File: src/rtl/memory_stage_pkg.sv
// memory_stage_pkg: shared types, opcode enum, access-size encoding and load/store funct3 codes.
// Rev 1.0
`default_nettype none

package memory_stage_pkg;

   typedef logic [63:0] u64;
   typedef logic [31:0] u32;
   typedef logic [7:0]  u8;
   typedef logic [4:0]  u5;

   typedef logic [1:0] msize_t;

   localparam msize_t MSIZE_B = 2'd0;
   localparam msize_t MSIZE_H = 2'd1;
   localparam msize_t MSIZE_W = 2'd2;
   localparam msize_t MSIZE_D = 2'd3;

   typedef enum logic [6:0] {
      OPC_LOAD   = 7'b0000011,
      OPC_STORE  = 7'b0100011,
      OPC_OP_IMM = 7'b0010011,
      OPC_OP     = 7'b0110011,
      OPC_LUI    = 7'b0110111,
      OPC_AUIPC  = 7'b0010111,
      OPC_JAL    = 7'b1101111,
      OPC_JALR   = 7'b1100111,
      OPC_BRANCH = 7'b1100011
   } opc_t;

   localparam logic [2:0] F3_LB  = 3'b000;
   localparam logic [2:0] F3_LH  = 3'b001;
   localparam logic [2:0] F3_LW  = 3'b010;
   localparam logic [2:0] F3_LD  = 3'b011;
   localparam logic [2:0] F3_LBU = 3'b100;
   localparam logic [2:0] F3_LHU = 3'b101;
   localparam logic [2:0] F3_LWU = 3'b110;
   localparam logic [2:0] F3_SB  = 3'b000;
   localparam logic [2:0] F3_SH  = 3'b001;
   localparam logic [2:0] F3_SW  = 3'b010;
   localparam logic [2:0] F3_SD  = 3'b011;

   function automatic logic is_misaligned(input logic [2:0] addr_lo, input msize_t size);
      case (size)
         MSIZE_B: is_misaligned = 1'b0;
         MSIZE_H: is_misaligned = addr_lo[0];
         MSIZE_W: is_misaligned = |addr_lo[1:0];
         default: is_misaligned = |addr_lo;
      endcase
   endfunction

endpackage

`default_nettype wire

File: src/rtl/memory_stage_if.sv
// memory_stage_if: data-bus request/response bundle between the memory stage and the data memory.
// Rev 1.0
`default_nettype none

interface memory_stage_if;
   import memory_stage_pkg::*;

   logic   dreq_valid;
   u64     dreq_addr;
   msize_t dreq_size;
   u8      dreq_strobe;
   u64     dreq_data;
   logic   dresp_data_ok;
   u64     dresp_data;

   modport master (
      output dreq_valid, dreq_addr, dreq_size, dreq_strobe, dreq_data,
      input  dresp_data_ok, dresp_data
   );

   modport slave (
      input  dreq_valid, dreq_addr, dreq_size, dreq_strobe, dreq_data,
      output dresp_data_ok, dresp_data
   );

endinterface

`default_nettype wire

File: src/rtl/memory_stage_mem_align.sv
// mem_align: byte-lane shifting, store strobe generation and load sign/zero extension.
// Rev 1.0
`default_nettype none

module mem_align
   import memory_stage_pkg::*;
(
   input  logic [2:0] i_offset,
   input  msize_t     i_size,
   input  logic       i_unsigned,
   input  logic       i_store,
   input  u64         i_wdata,
   input  u64         i_rdata,
   output u8          o_strobe,
   output u64         o_wdata,
   output u64         o_rdata
);

   u8  w_mask;
   u64 w_raw;

   always_comb begin
      case (i_size)
         MSIZE_B: w_mask = 8'h01;
         MSIZE_H: w_mask = 8'h03;
         MSIZE_W: w_mask = 8'h0F;
         default: w_mask = 8'hFF;
      endcase

      // Lanes shifted past byte 7 are dropped, matching a single doubleword beat.
      o_strobe = i_store ? u8'(w_mask << i_offset) : 8'h00;
      o_wdata  = i_wdata << {i_offset, 3'b000};
      w_raw    = i_rdata >> {i_offset, 3'b000};

      case (i_size)
         MSIZE_B: o_rdata = i_unsigned ? {56'd0, w_raw[7:0]}  : {{56{w_raw[7]}},  w_raw[7:0]};
         MSIZE_H: o_rdata = i_unsigned ? {48'd0, w_raw[15:0]} : {{48{w_raw[15]}}, w_raw[15:0]};
         MSIZE_W: o_rdata = i_unsigned ? {32'd0, w_raw[31:0]} : {{32{w_raw[31]}}, w_raw[31:0]};
         default: o_rdata = w_raw;
      endcase
   end

endmodule

`default_nettype wire

File: src/rtl/memory_stage.sv
// memory_stage: IDLE/WAIT load-store stage between execute and writeback.
// Optional MEM_MISALIGN_CHECK_EN traps misaligned accesses instead of issuing them. Rev 1.0
`default_nettype none

module memory_stage
   import memory_stage_pkg::*;
(
   input  logic   clk,
   input  logic   rst,
   input  logic   execute_valid,
   input  u64     reg_execute_ALU_data_out,
   input  u64     reg_execute_rs2_data,
   input  u64     reg_execute_pc,
   input  u32     reg_execute_ins,
   input  u5      reg_execute_rd,
   input  logic   reg_execute_reg_w,
   input  logic   reg_execute_mem_r,
   input  logic   reg_execute_mem_w,
   output logic   memory_busy,
   memory_stage_if.master dbus,
   output logic   memory_valid,
   output u64     reg_memory_ALU_data_out,
   output u64     reg_memory_data_out,
   output u64     reg_memory_pc,
   output u32     reg_memory_ins,
   output u5      reg_memory_rd,
   output logic   reg_memory_reg_w,
   output logic   reg_memory_mem_r,
   output logic   mem_misalign
);

   typedef enum logic [0:0] {S_IDLE = 1'b0, S_WAIT = 1'b1} state_t;

   state_t r_state;
   u64     r_rs2;
   logic   r_mem_w;
   logic   r_reg_w_pend;
   logic   r_dreq_valid;
   logic   r_mem_misalign;

   msize_t w_size;
   u8      w_strobe;
   u64     w_wdata;
   u64     w_load_data;
   logic   w_mem_op;
   logic   w_misalign;

   assign w_mem_op = reg_execute_mem_r | reg_execute_mem_w;
   assign w_size   = msize_t'(reg_memory_ins[13:12]);

`ifdef MEM_MISALIGN_CHECK_EN
   assign w_misalign = w_mem_op &&
                       is_misaligned(reg_execute_ALU_data_out[2:0], msize_t'(reg_execute_ins[13:12]));
`else
   assign w_misalign = 1'b0;
`endif

   mem_align u_mem_align (
      .i_offset   (reg_memory_ALU_data_out[2:0]),
      .i_size     (w_size),
      .i_unsigned (reg_memory_ins[14]),
      .i_store    (r_mem_w),
      .i_wdata    (r_rs2),
      .i_rdata    (dbus.dresp_data),
      .o_strobe   (w_strobe),
      .o_wdata    (w_wdata),
      .o_rdata    (w_load_data)
   );

   // Request fields come straight from the latched instruction, so they hold for the whole WAIT.
   assign dbus.dreq_valid  = r_dreq_valid;
   assign dbus.dreq_addr   = reg_memory_ALU_data_out;
   assign dbus.dreq_size   = w_size;
   assign dbus.dreq_strobe = w_strobe;
   assign dbus.dreq_data   = w_wdata;

   assign memory_busy  = (r_state != S_IDLE);
   assign mem_misalign = r_mem_misalign;

   always_ff @(posedge clk) begin
      if (rst) begin
         r_state                 <= S_IDLE;
         r_rs2                   <= '0;
         r_mem_w                 <= 1'b0;
         r_reg_w_pend            <= 1'b0;
         r_dreq_valid            <= 1'b0;
         r_mem_misalign          <= 1'b0;
         memory_valid            <= 1'b0;
         reg_memory_ALU_data_out <= '0;
         reg_memory_data_out     <= '0;
         reg_memory_pc           <= '0;
         reg_memory_ins          <= '0;
         reg_memory_rd           <= '0;
         reg_memory_reg_w        <= 1'b0;
         reg_memory_mem_r        <= 1'b0;
      end else begin
         memory_valid     <= 1'b0;
         reg_memory_reg_w <= 1'b0;
         case (r_state)
            S_IDLE: begin
               if (execute_valid) begin
                  reg_memory_ALU_data_out <= reg_execute_ALU_data_out;
                  reg_memory_pc           <= reg_execute_pc;
                  reg_memory_ins          <= reg_execute_ins;
                  reg_memory_rd           <= reg_execute_rd;
                  reg_memory_mem_r        <= reg_execute_mem_r;
                  reg_memory_data_out     <= '0;
                  r_rs2                   <= reg_execute_rs2_data;
                  r_mem_w                 <= reg_execute_mem_w;
                  r_reg_w_pend            <= reg_execute_reg_w;
                  r_mem_misalign          <= w_misalign;
                  if (w_misalign) begin
                     memory_valid <= 1'b1;
                  end else if (w_mem_op) begin
                     r_state      <= S_WAIT;
                     r_dreq_valid <= 1'b1;
                  end else begin
                     memory_valid     <= 1'b1;
                     reg_memory_reg_w <= reg_execute_reg_w;
                  end
               end
            end
            S_WAIT: begin
               if (dbus.dresp_data_ok) begin
                  r_state             <= S_IDLE;
                  r_dreq_valid        <= 1'b0;
                  memory_valid        <= 1'b1;
                  reg_memory_reg_w    <= r_reg_w_pend;
                  reg_memory_data_out <= reg_memory_mem_r ? w_load_data : 64'd0;
               end
            end
            default: r_state <= S_IDLE;
         endcase
      end
   end

endmodule

`default_nettype wire

File: src/flat_wrapper.sv
// flat-port wrapper written by rule: the top's interface ports become plain ports
module memory_stage_flat import memory_stage_pkg::*;
  (clk, rst, execute_valid, reg_execute_ALU_data_out, reg_execute_rs2_data, reg_execute_pc, reg_execute_ins, reg_execute_rd, reg_execute_reg_w, reg_execute_mem_r, reg_execute_mem_w, memory_busy, memory_valid, reg_memory_ALU_data_out, reg_memory_data_out, reg_memory_pc, reg_memory_ins, reg_memory_rd, reg_memory_reg_w, reg_memory_mem_r, mem_misalign, dbus_dreq_valid, dbus_dreq_addr, dbus_dreq_size, dbus_dreq_strobe, dbus_dreq_data, dbus_dresp_data_ok, dbus_dresp_data);
  memory_stage_if dbus_i ();
  input  logic clk;
  input  logic rst;
  input  logic execute_valid;
  input  u64 reg_execute_ALU_data_out;
  input  u64 reg_execute_rs2_data;
  input  u64 reg_execute_pc;
  input  u32 reg_execute_ins;
  input  u5 reg_execute_rd;
  input  logic reg_execute_reg_w;
  input  logic reg_execute_mem_r;
  input  logic reg_execute_mem_w;
  output logic memory_busy;
  output logic memory_valid;
  output u64 reg_memory_ALU_data_out;
  output u64 reg_memory_data_out;
  output u64 reg_memory_pc;
  output u32 reg_memory_ins;
  output u5 reg_memory_rd;
  output logic reg_memory_reg_w;
  output logic reg_memory_mem_r;
  output logic mem_misalign;
  output wire logic [$bits(dbus_i.dreq_valid)-1:0] dbus_dreq_valid;
  output wire logic [$bits(dbus_i.dreq_addr)-1:0] dbus_dreq_addr;
  output wire logic [$bits(dbus_i.dreq_size)-1:0] dbus_dreq_size;
  output wire logic [$bits(dbus_i.dreq_strobe)-1:0] dbus_dreq_strobe;
  output wire logic [$bits(dbus_i.dreq_data)-1:0] dbus_dreq_data;
  input wire logic [$bits(dbus_i.dresp_data_ok)-1:0] dbus_dresp_data_ok;
  input wire logic [$bits(dbus_i.dresp_data)-1:0] dbus_dresp_data;
  assign dbus_dreq_valid = dbus_i.dreq_valid;
  assign dbus_dreq_addr = dbus_i.dreq_addr;
  assign dbus_dreq_size = dbus_i.dreq_size;
  assign dbus_dreq_strobe = dbus_i.dreq_strobe;
  assign dbus_dreq_data = dbus_i.dreq_data;
  assign dbus_i.dresp_data_ok = dbus_dresp_data_ok;
  assign dbus_i.dresp_data = dbus_dresp_data;
  memory_stage u_core (.clk(clk), .rst(rst), .execute_valid(execute_valid), .reg_execute_ALU_data_out(reg_execute_ALU_data_out), .reg_execute_rs2_data(reg_execute_rs2_data), .reg_execute_pc(reg_execute_pc), .reg_execute_ins(reg_execute_ins), .reg_execute_rd(reg_execute_rd), .reg_execute_reg_w(reg_execute_reg_w), .reg_execute_mem_r(reg_execute_mem_r), .reg_execute_mem_w(reg_execute_mem_w), .memory_busy(memory_busy), .dbus(dbus_i), .memory_valid(memory_valid), .reg_memory_ALU_data_out(reg_memory_ALU_data_out), .reg_memory_data_out(reg_memory_data_out), .reg_memory_pc(reg_memory_pc), .reg_memory_ins(reg_memory_ins), .reg_memory_rd(reg_memory_rd), .reg_memory_reg_w(reg_memory_reg_w), .reg_memory_mem_r(reg_memory_mem_r), .mem_misalign(mem_misalign));
endmodule
File: config.mk
export PLATFORM = sky130hd
export DESIGN_NAME = memory_stage_flat
export DESIGN_NICKNAME = d
export VERILOG_FILES = /design/src/rtl/memory_stage_pkg.sv /design/src/rtl/memory_stage_if.sv /design/src/rtl/memory_stage_mem_align.sv /design/src/rtl/memory_stage.sv /design/src/flat_wrapper.sv
export SDC_FILE = /design/constraint.sdc
export NUM_CORES = 1
export LEC_CHECK = 0
export BUFFER_PORTS_ARGS = -buffer_cell sky130_fd_sc_hd__buf_2
export CELL_PAD_IN_SITES_DETAIL_PLACEMENT = 1
export CELL_PAD_IN_SITES_GLOBAL_PLACEMENT = 2
export CORE_AREA = 4 4 260 262
export CTS_BUF_LIST = sky130_fd_sc_hd__clkbuf_16
export DETAILED_ROUTE_END_ITERATION = 6
export DIE_AREA = 0 0 264 266
export GPL_TIMING_DRIVEN = 0
export PLACE_DENSITY_LB_ADDON = 0.12
export SLEW_MARGIN = 20
export SYNTH_ARGS = -nofsm -noshare
export SYNTH_HDL_FRONTEND = slang
export SYNTH_SLANG_ARGS = --single-unit
File: constraint.sdc
create_clock -name clk -period 4.1 [get_ports clk]
set_input_delay 0.82 -clock clk [delete_from_list [all_inputs] [get_ports clk]]
set_output_delay 0.82 -clock clk [all_outputs]
set_load 0.005 [all_outputs]
==> summary.md, run 1 <==
| Metric | Value |
|---|---|
| Area Growth Syn to Fin | `39.66%` |
| Via Count | `between 15000 and 20000` |
| Proportion of layout cells with a drive suffix above 1 | `0.3440` |
| Post-Route WL | `slightly above 80000 µm` |
| Antenna violation net count after detailed routing | `0` |
| Vias/cell | `around 4.7` |
| Fmax | `between 200 and 300 MHz` |
| Top Usage Layer GRT | `met2` |
| Worst EP required | `about 3.3 ns` |
| Final setup violation count | `0` |
| Pin count of the biggest net entering global routing | `20` |
| Max clock buf depth | `3` |
| Rows | `between 90 and 100` |
| Non-filler cells, final | `around 3500` |
| HP Start | `u_core.reg_memory_pc[15]$_SDFFE_PP0P_` |
| Latest clock arrival within the worst-skew pair | `between 0.5 and 0.6 ns` |
| Final Cycle Share | `0.9716` |
| Avg WL per Cell | `around 23 µm` |
| Iter 0 DRT Violations | `roughly 900` |
| Final RePlAce weighted congestion | `0.8740` |
| Ys async rst share | `0` |
| Die X | `264 µm` |
| WP data arrival | `between 3 and 4 ns` |
| Critical path's largest stage delay | `0.53 ns` |
| DRC viols | `0` |
| Synth Warn # | `0` |
| Clock tree sinks | `300` |
| H-Tree Depth | `2` |
| Met1 usage | `0.2701` |
| Antenna violations before repair | `17` |
| Lkg Pwr | `approximately 0.0093 µW` |
| # Max-Cap Violations | `0` |
| Slew @ Worst Pin | `1.004 ns` |
| RSZ-0062 raised after global routing | `no` |
| Seq cells post-synth | `300` |
| Hold_buf cts | `0` |
| CP endpoint kind | `primary output` |
| Startpoint Class | `flip-flop` |
| Slew headroom | `0.3304` |
| Setup Skew | `between 0.015 and 0.02 ns` |
| Mapped Area | `about 15000 µm²` |
| I/O pins | `between 600 and 700` |
| PD cells | `between 400 and 500 nW/µm²` |
| Net count, final | `around 2900` |
| Clk slew on worst S/H paths | `~0.060 ns` |
| Num CTS Buffers | `40` |
| Dpl cells | `roughly 3400` |
| Register-to-Register Setup Slack | `just over 1 ns` |
| GRT met2 Usage | `0.3865` |
| Vias in the first global route | `17020` |
| Die ar. | `roughly 70000 µm²` |
| FF-to-FF Start | `u_core.dbus.dreq_addr[2]$_SDFFE_PP0P_` |
| Seq/Total Area, Yosys | `0.4092` |
| Slew Viols, Final | `0` |
| Critical-path cell list | `buf_2, buf_2, clkbuf_4, nor2b_2, o21ai_0, o21ai_0, and2_1, buf_2` |
| Initial core utilization | `0.2244` |
| Final Hold Fails | `0` |
| Placed instance area | `19120 µm²` |
| VDD IR max | `approximately 270 µV` |
| Port bufs | `670` |
| Synth Area per Inst | `about 7.7 µm²` |
| Distinct cells, synth | `46` |
| Congestion Overflow GR | `0` |
| Most common flop cell mapped by yosys | `dfxtp_1` |
| Slowest cell on crit path | `nor2b_2` |
| First-pass iteration count of the detailed router | `5` |
| Final instance area | `20500 µm²` |
| GR Layer Usage met3 | `0.05088` |
| Syn Inst Count | `about 1900` |
| Syn_nets | `roughly 2200` |
| First-pass GRT wire length | `between 100000 and 150000 µm` |
| CTS tree | `yes` |
| Min Clock Period, post-route | `approximately 4.0 ns` |
| DIE HEIGHT | `266 µm` |
| DP HPWL | `66330 µm` |
| Critical path type | `flip-flop to primary output` |
| Max FO, Critical Path | `10` |
| Status | `finished clean` |
| Worst hold path type | `flip-flop to flip-flop` |
| CTS root buf | `clkbuf_16` |
| Worst Setup SP | `u_core.dbus.dreq_addr[2]$_SDFFE_PP0P_` |
| Core Region | `between 60000 and 70000 µm²` |
| Total Routing Usage GR | `0.2202` |
| Fillers | `8131` |
| Post-synth EDFFs | `0` |
| Most frequent CP cell | `buf_2` |
Yosys cell counts (10+ instances only):
master | instances | share of area
a211oi_1 | 14 | 0.0072
buf_4 | 68 | 0.035
and2_1 | 18 | 0.0077
o21ai_0 | 69 | 0.024
mux4_2 | 18 | 0.028
mux2_2 | 27 | 0.021
nand2_1 | 549 | 0.14
buf_1 | 10 | 0.0026
buf_2 | 24 | 0.0082
dfxtp_1 | 300 | 0.41
nand2b_1 | 10 | 0.0043
nor2b_1 | 12 | 0.0051
clkbuf_1 | 124 | 0.032
nor2_1 | 90 | 0.023
o22ai_1 | 26 | 0.011
mux2i_1 | 110 | 0.075
a22oi_1 | 12 | 0.0061
a21oi_1 | 312 | 0.11
o31ai_1 | 31 | 0.016
sequential cells by signal, summed over array words and instances (netlist names):
signal,flops
u_core.dbus.dreq_addr,64
u_core.r_rs2,64
u_core.reg_memory_data_out,64
u_core.reg_memory_pc,64
u_core.reg_memory_ins,32
u_core.reg_memory_rd,5
u_core.dbus.dreq_valid,1
u_core.memory_busy,1
u_core.memory_valid,1
u_core.r_mem_w,1
u_core.r_reg_w_pend,1
u_core.reg_memory_mem_r,1
u_core.reg_memory_reg_w,1
power breakdown:
group | internal [µW] | switching (µW)
Clock | 2020 | 1440
Combinational | 619 | 933
Sequential | 3060 | 135
stage by stage:
step,power (µW),TNS [ns],setup slack (ns),hold slack [ns],utilization
2_1_floorplan,4001,0,1.352,0.4338,-
3_3_place_gp,4794,-0.8090,-0.1842,0.4374,0.2922
3_5_place_dp,4817,-0.6997,-0.2109,0.4389,0.2923
4_1_cts,8355,-0.01865,-0.01865,0.4385,0.3125
5_1_grt,8621,0,0.008893,0.4621,0.3133
6_report,8207,0,0.1163,0.4484,0.3134
cell type report:
cell class	instances	area [µm²]	area share
multi-input cells	1362	7486	0.3652
flip-flops and latches	300	6008	0.2931
repair buffers	673	3376	0.1647
plain buffers	227	1236	0.06031
well taps	864	1081	0.05274
clock buffers	41	1026	0.05005
clock inverters	28	241.5	0.01178
diodes	11	27.53	0.001343
inverters	3	15.01	0.0007325
kinds of logic (layout without fill, tap and decap cells):
| group | after synthesis | count (layout) | share of synthesized area |
|---|---|---|---|
| buffers and inverters | 234 | 972 | 0.08184 |
| flip-flops | 300 | 300 | 0.4092 |
| other | 1 | 12 | 0.0002555 |
| multiplexers | 156 | 156 | 0.1244 |
| AO/OA/AOI/OAI | 502 | 502 | 0.1927 |
| AND/OR/NAND/NOR | 703 | 703 | 0.1916 |
worst max-delay path: cells and delay by family, from the launching register on:
family          cells  cell delay (ns)
buf+inv             4             1.01
simple gates        2             0.78
flops               1             0.50
compound gates      2             0.30
routing by layer:
layer,vias to the layer above,share of wire
met5,-,0.00062
met4,8,0.027
met3,106,0.060
met2,487,0.50
met1,7931,0.41
li1,7831,-
cell usage in the layout, fill, tap and decap left out, drive strengths merged, types with 4 or more instances in the layout:
cell and instances:
buf 774, a211oi 14, clkinv 12, nand2 549
o211ai 5, mux2 28, diode 11, nor3 4
a211o 4, clkbuf 167, o22ai 26, o31ai 31
nand3 7, a21oi 312, o2bb2ai 4, mux4 18
mux2i 110, a22oi 12, and2 18, dfxtp 300
a221o 7, inv 13, nor2b 12, nor2 90
o21ai 72, nand2b 10
timing repair:
| action | 4_1_cts | 5_1_grt |
|---|---|---|
| resized for setup | 40 | 12 |
| setup buffers | 0 | 3 |
| pin swaps | 0 | 0 |
| setup endpoints to repair | 72 | 40 |
| cloned | 0 | 0 |
final timing paths:
| path | cells after the start | end |
|---|---|---|
| worst max register to register | 8 | u_core.reg_memory_data_out[23]$_SDFFE_PP0P_ |
| worst min-delay path | 2 | u_core.reg_memory_pc[15]$_SDFFE_PP0P_ |
| worst min register to register | 2 | u_core.reg_memory_pc[15]$_SDFFE_PP0P_ |
| worst max-delay path | 8 | dbus_dreq_strobe[6] |
Power figures use the tool's default switching activity.
==> inputs of run 2 (changes only) <==
- ABC_AREA: default -> 1
- CORE_AREA: 4 4 260 262 -> 4 4 257 259
- DIE_AREA: 0 0 264 266 -> 0 0 261 263
==> summary.md, run 2 <==
| Metric | Value |
|---|---|
| Status | `finished clean` |
| Die ar. | `68640 µm² (-2.3%)` |
| DIE HEIGHT | `263 µm (-1.1%)` |
| Worst path bufs/invs | `5 (+1)` |
| DP HPWL | `76240 µm (+15%)` |
| Startpoint Class | `flip-flop` |
| Area Growth Syn to Fin | `39.05%` |
| Post-synth EDFFs | `0 (unchanged)` |
| Max FO, Critical Path | `10 (unchanged)` |
| Slew headroom | `0.3471 (+0.01671)` |
| Top-count cell post-synth | `nand2_1` |
| Antenna violations before repair | `30 (+13)` |
| Seq cells post-synth | `300 (unchanged)` |
| Setup Skew | `0.01609 ns (-0.001395 ns)` |
| Largest area contributor in the netlist | `dfxtp_1` |
| Slowest cell on crit path | `clkbuf_1` |
| Worst hold path type | `flip-flop to flip-flop` |
| Num CTS Buffers | `39 (-2.5%)` |
| Rows | `93 (-1.1%)` |
| Seq/Total Area, Yosys | `0.4123 (+0.003093)` |
| Die X | `261 µm (-1.1%)` |
| Via Count | `17970 (+9.8%)` |
| Vias in the first global route | `18630 (+9.5%)` |
| Most common cell after layout, fill and taps aside | `nand2_1` |
| Min setup slack post-route | `0.1700 ns (+0.05371 ns)` |
| Min Clock Period, post-route | `3.930 ns (-0.05371 ns)` |
| RSZ-0062 raised after global routing | `no` |
| Total Routing Usage GR | `0.2557 (+0.03557)` |
| Final setup violation count | `0 (unchanged)` |
| Hold_buf cts | `0 (unchanged)` |
| Synth Warn # | `0 (unchanged)` |
| Clock tree sinks | `300 (unchanged)` |
| Most common flop cell mapped by yosys | `dfxtp_1` |
| Final RePlAce weighted congestion | `0.9407 (+7.6%)` |
| Congestion Overflow GR | `0 (unchanged)` |
| CTS tree | `yes` |
| CP endpoint kind | `primary output` |
| Pin count of the biggest net entering global routing | `13 (-35%)` |
| First-pass GRT wire length | `129700 µm (+11%)` |
| Slew @ Worst Pin | `0.9794 ns (-0.02506 ns)` |
| Latest clock arrival within the worst-skew pair | `0.55 ns (about the same)` |
| Hold WS | `0.4593 ns (+0.01082 ns)` |
| Most frequent CP cell | `buf_2` |
| Share of the synthesized area in the top cell type | `0.4123 (+0.003093)` |
| Lkg Pwr | `0.009802 µW (+5.1%)` |
| Slew Viols, Final | `0 (unchanged)` |
| Antenna violation net count after detailed routing | `0 (unchanged)` |
| Design Power | `8476 µW (+3.3%)` |
| Syn Inst Count | `2188 (+15%)` |
| Final Hold Fails | `0 (unchanged)` |
| Post_cts resized | `0 (-100%)` |
| VDD IR max | `279.3 µV (+4.0%)` |
| Worst slack, placed | `0.8135 ns (+1.024 ns)` |
| WP data arrival | `3.11 ns (-0.05 ns)` |
| Synth top cells by count | `881 x nand2_1, 352 x a21oi_1, 300 x dfxtp_1` |
| Synth Area per Inst | `6.657 µm² (-14%)` |
| Final Cycle Share | `0.9585 (-0.01310)` |
| Max clock buf depth | `3 (unchanged)` |
| Proportion of layout cells with a drive suffix above 1 | `0.3003 (-0.04366)` |
| Iter 0 DRT Violations | `929 (+3.6%)` |
| Worst path top cell family by delay | `buffers and inverters` |
| Most frequent cells in the layout | `881 x nand2_1, 719 x buf_2, 352 x a21oi_1` |
| Mapped Area | `14570 µm² (-0.75%)` |
| Avg WL per Cell | `24.22 µm (+3.8%)` |
| Distinct cells, synth | `34 (-26%)` |
| DRC viols | `0 (unchanged)` |
| Initial core utilization | `0.2280 (+0.003582)` |
| Top post-synthesis cells by area | `dfxtp_1 41%, nand2_1 23%, a21oi_1 12%` |
| CTS root buf | `clkbuf_16` |
| Total negative slack | `0 ns (unchanged)` |
| H-Tree Depth | `2 (unchanged)` |
| First-pass iteration count of the detailed router | `5 (unchanged)` |
| Ys async rst share | `0 (unchanged)` |
| Port bufs | `670 (unchanged)` |
| Core Region | `63880 µm² (-2.3%)` |
| Critical path's largest stage delay | `0.64 ns (+0.11 ns)` |
| Syn_nets | `2488 (+13%)` |
| Worst EP required | `3.28 ns (about the same)` |
| Critical path type | `flip-flop to primary output` |
| # Max-Cap Violations | `0 (unchanged)` |
| Critical-path cell list | `buf_2, buf_2, clkbuf_1, buf_1, nor2_1, buf_2` |
| Fmax | `254.5 MHz (+1.4%)` |
| Setup Fix Bufs, Post-CTS | `0 (unchanged)` |
| Clk slew on worst S/H paths | `0.06 ns (about the same)` |
| PD cells | `418.5 nW/µm² (+4.5%)` |
| I/O pins | `673 (unchanged)` |
| Post-Route WL | `91880 µm (+12%)` |
| Vias/cell | `4.737 (+1.6%)` |
| Net count, final | `3199 (+10%)` |
run 2: worst paths after layout:
path                                               start                                     endpoint  slack, ns  depth (start not counted)
min reg2reg  u_core.reg_memory_data_out[21]$_SDFFE_PP0P_  u_core.reg_memory_data_out[21]$_SDFFE_PP0P_       0.46                          2
max                u_core.dbus.dreq_addr[2]$_SDFFE_PP0P_                           dbus_dreq_data[15]       0.17                          6
max reg2reg        u_core.dbus.dreq_addr[0]$_SDFFE_PP0P_   u_core.reg_memory_data_out[5]$_SDFFE_PP0P_       1.39                          8
min          u_core.reg_memory_data_out[21]$_SDFFE_PP0P_  u_core.reg_memory_data_out[21]$_SDFFE_PP0P_       0.46                          2
run 2: area by class of cell:
cell class | count | area [µm²]
Antenna cell | 11 | 27.53
Buffer | 242 | 1292
Clock buffer | 39 | 975.9
Clock inverter | 30 | 261.5
Fill cell | 8226 | 43630
Inverter | 38 | 142.6
Multi-Input combinational cell | 1608 | 7126
Sequential cell | 300 | 6006
Tap cell | 855 | 1070
Timing Repair Buffer | 670 | 3353
run 2: routing by layer:
| metal | track usage | part of all wire | vias to the layer above | wire [µm] |
|---|---|---|---|---|
| met5 | 0 | 0.0018 | - | 161 |
| li1 | - | - | 8482 | - |
| met1 | 0.3105 | 0.40 | 8738 | 37190 |
| met3 | 0.06368 | 0.068 | 133 | 6270 |
| met2 | 0.4573 | 0.50 | 583 | 46310 |
| met4 | 0.05238 | 0.021 | 30 | 1950 |
run 2: power by group:
group	total, µW	switching (µW)	internal [µW]
combinational	1860	1220	640
clock	3420	1430	1990
sequential	3200	131	3070
run 2: metrics by stage:
stage	instance area [µm²]	std cells	utilization
2_1_floorplan	14570	2188	-
3_3_place_gp	18990	3713	0.2973
3_5_place_dp	18990	3713	0.2973
4_1_cts	20230	3782	0.3166
5_1_grt	20240	3786	0.3168
6_report	20250	3793	0.3171
run 2: logic make-up after synthesis:
family,share of synthesized area
buffers and inverters,0.09852
other,0.0002574
AOI/OAI and AO/OA,0.1825
DFF,0.4123
muxes,0.01649
and+or+nand+nor,0.2899
run 2: tightest hold or removal path, stage by stage (launching register included):
cell and delay (ns):
dfxtp_1 0.30, nand2_1 0.06, a21oi_1 0.05
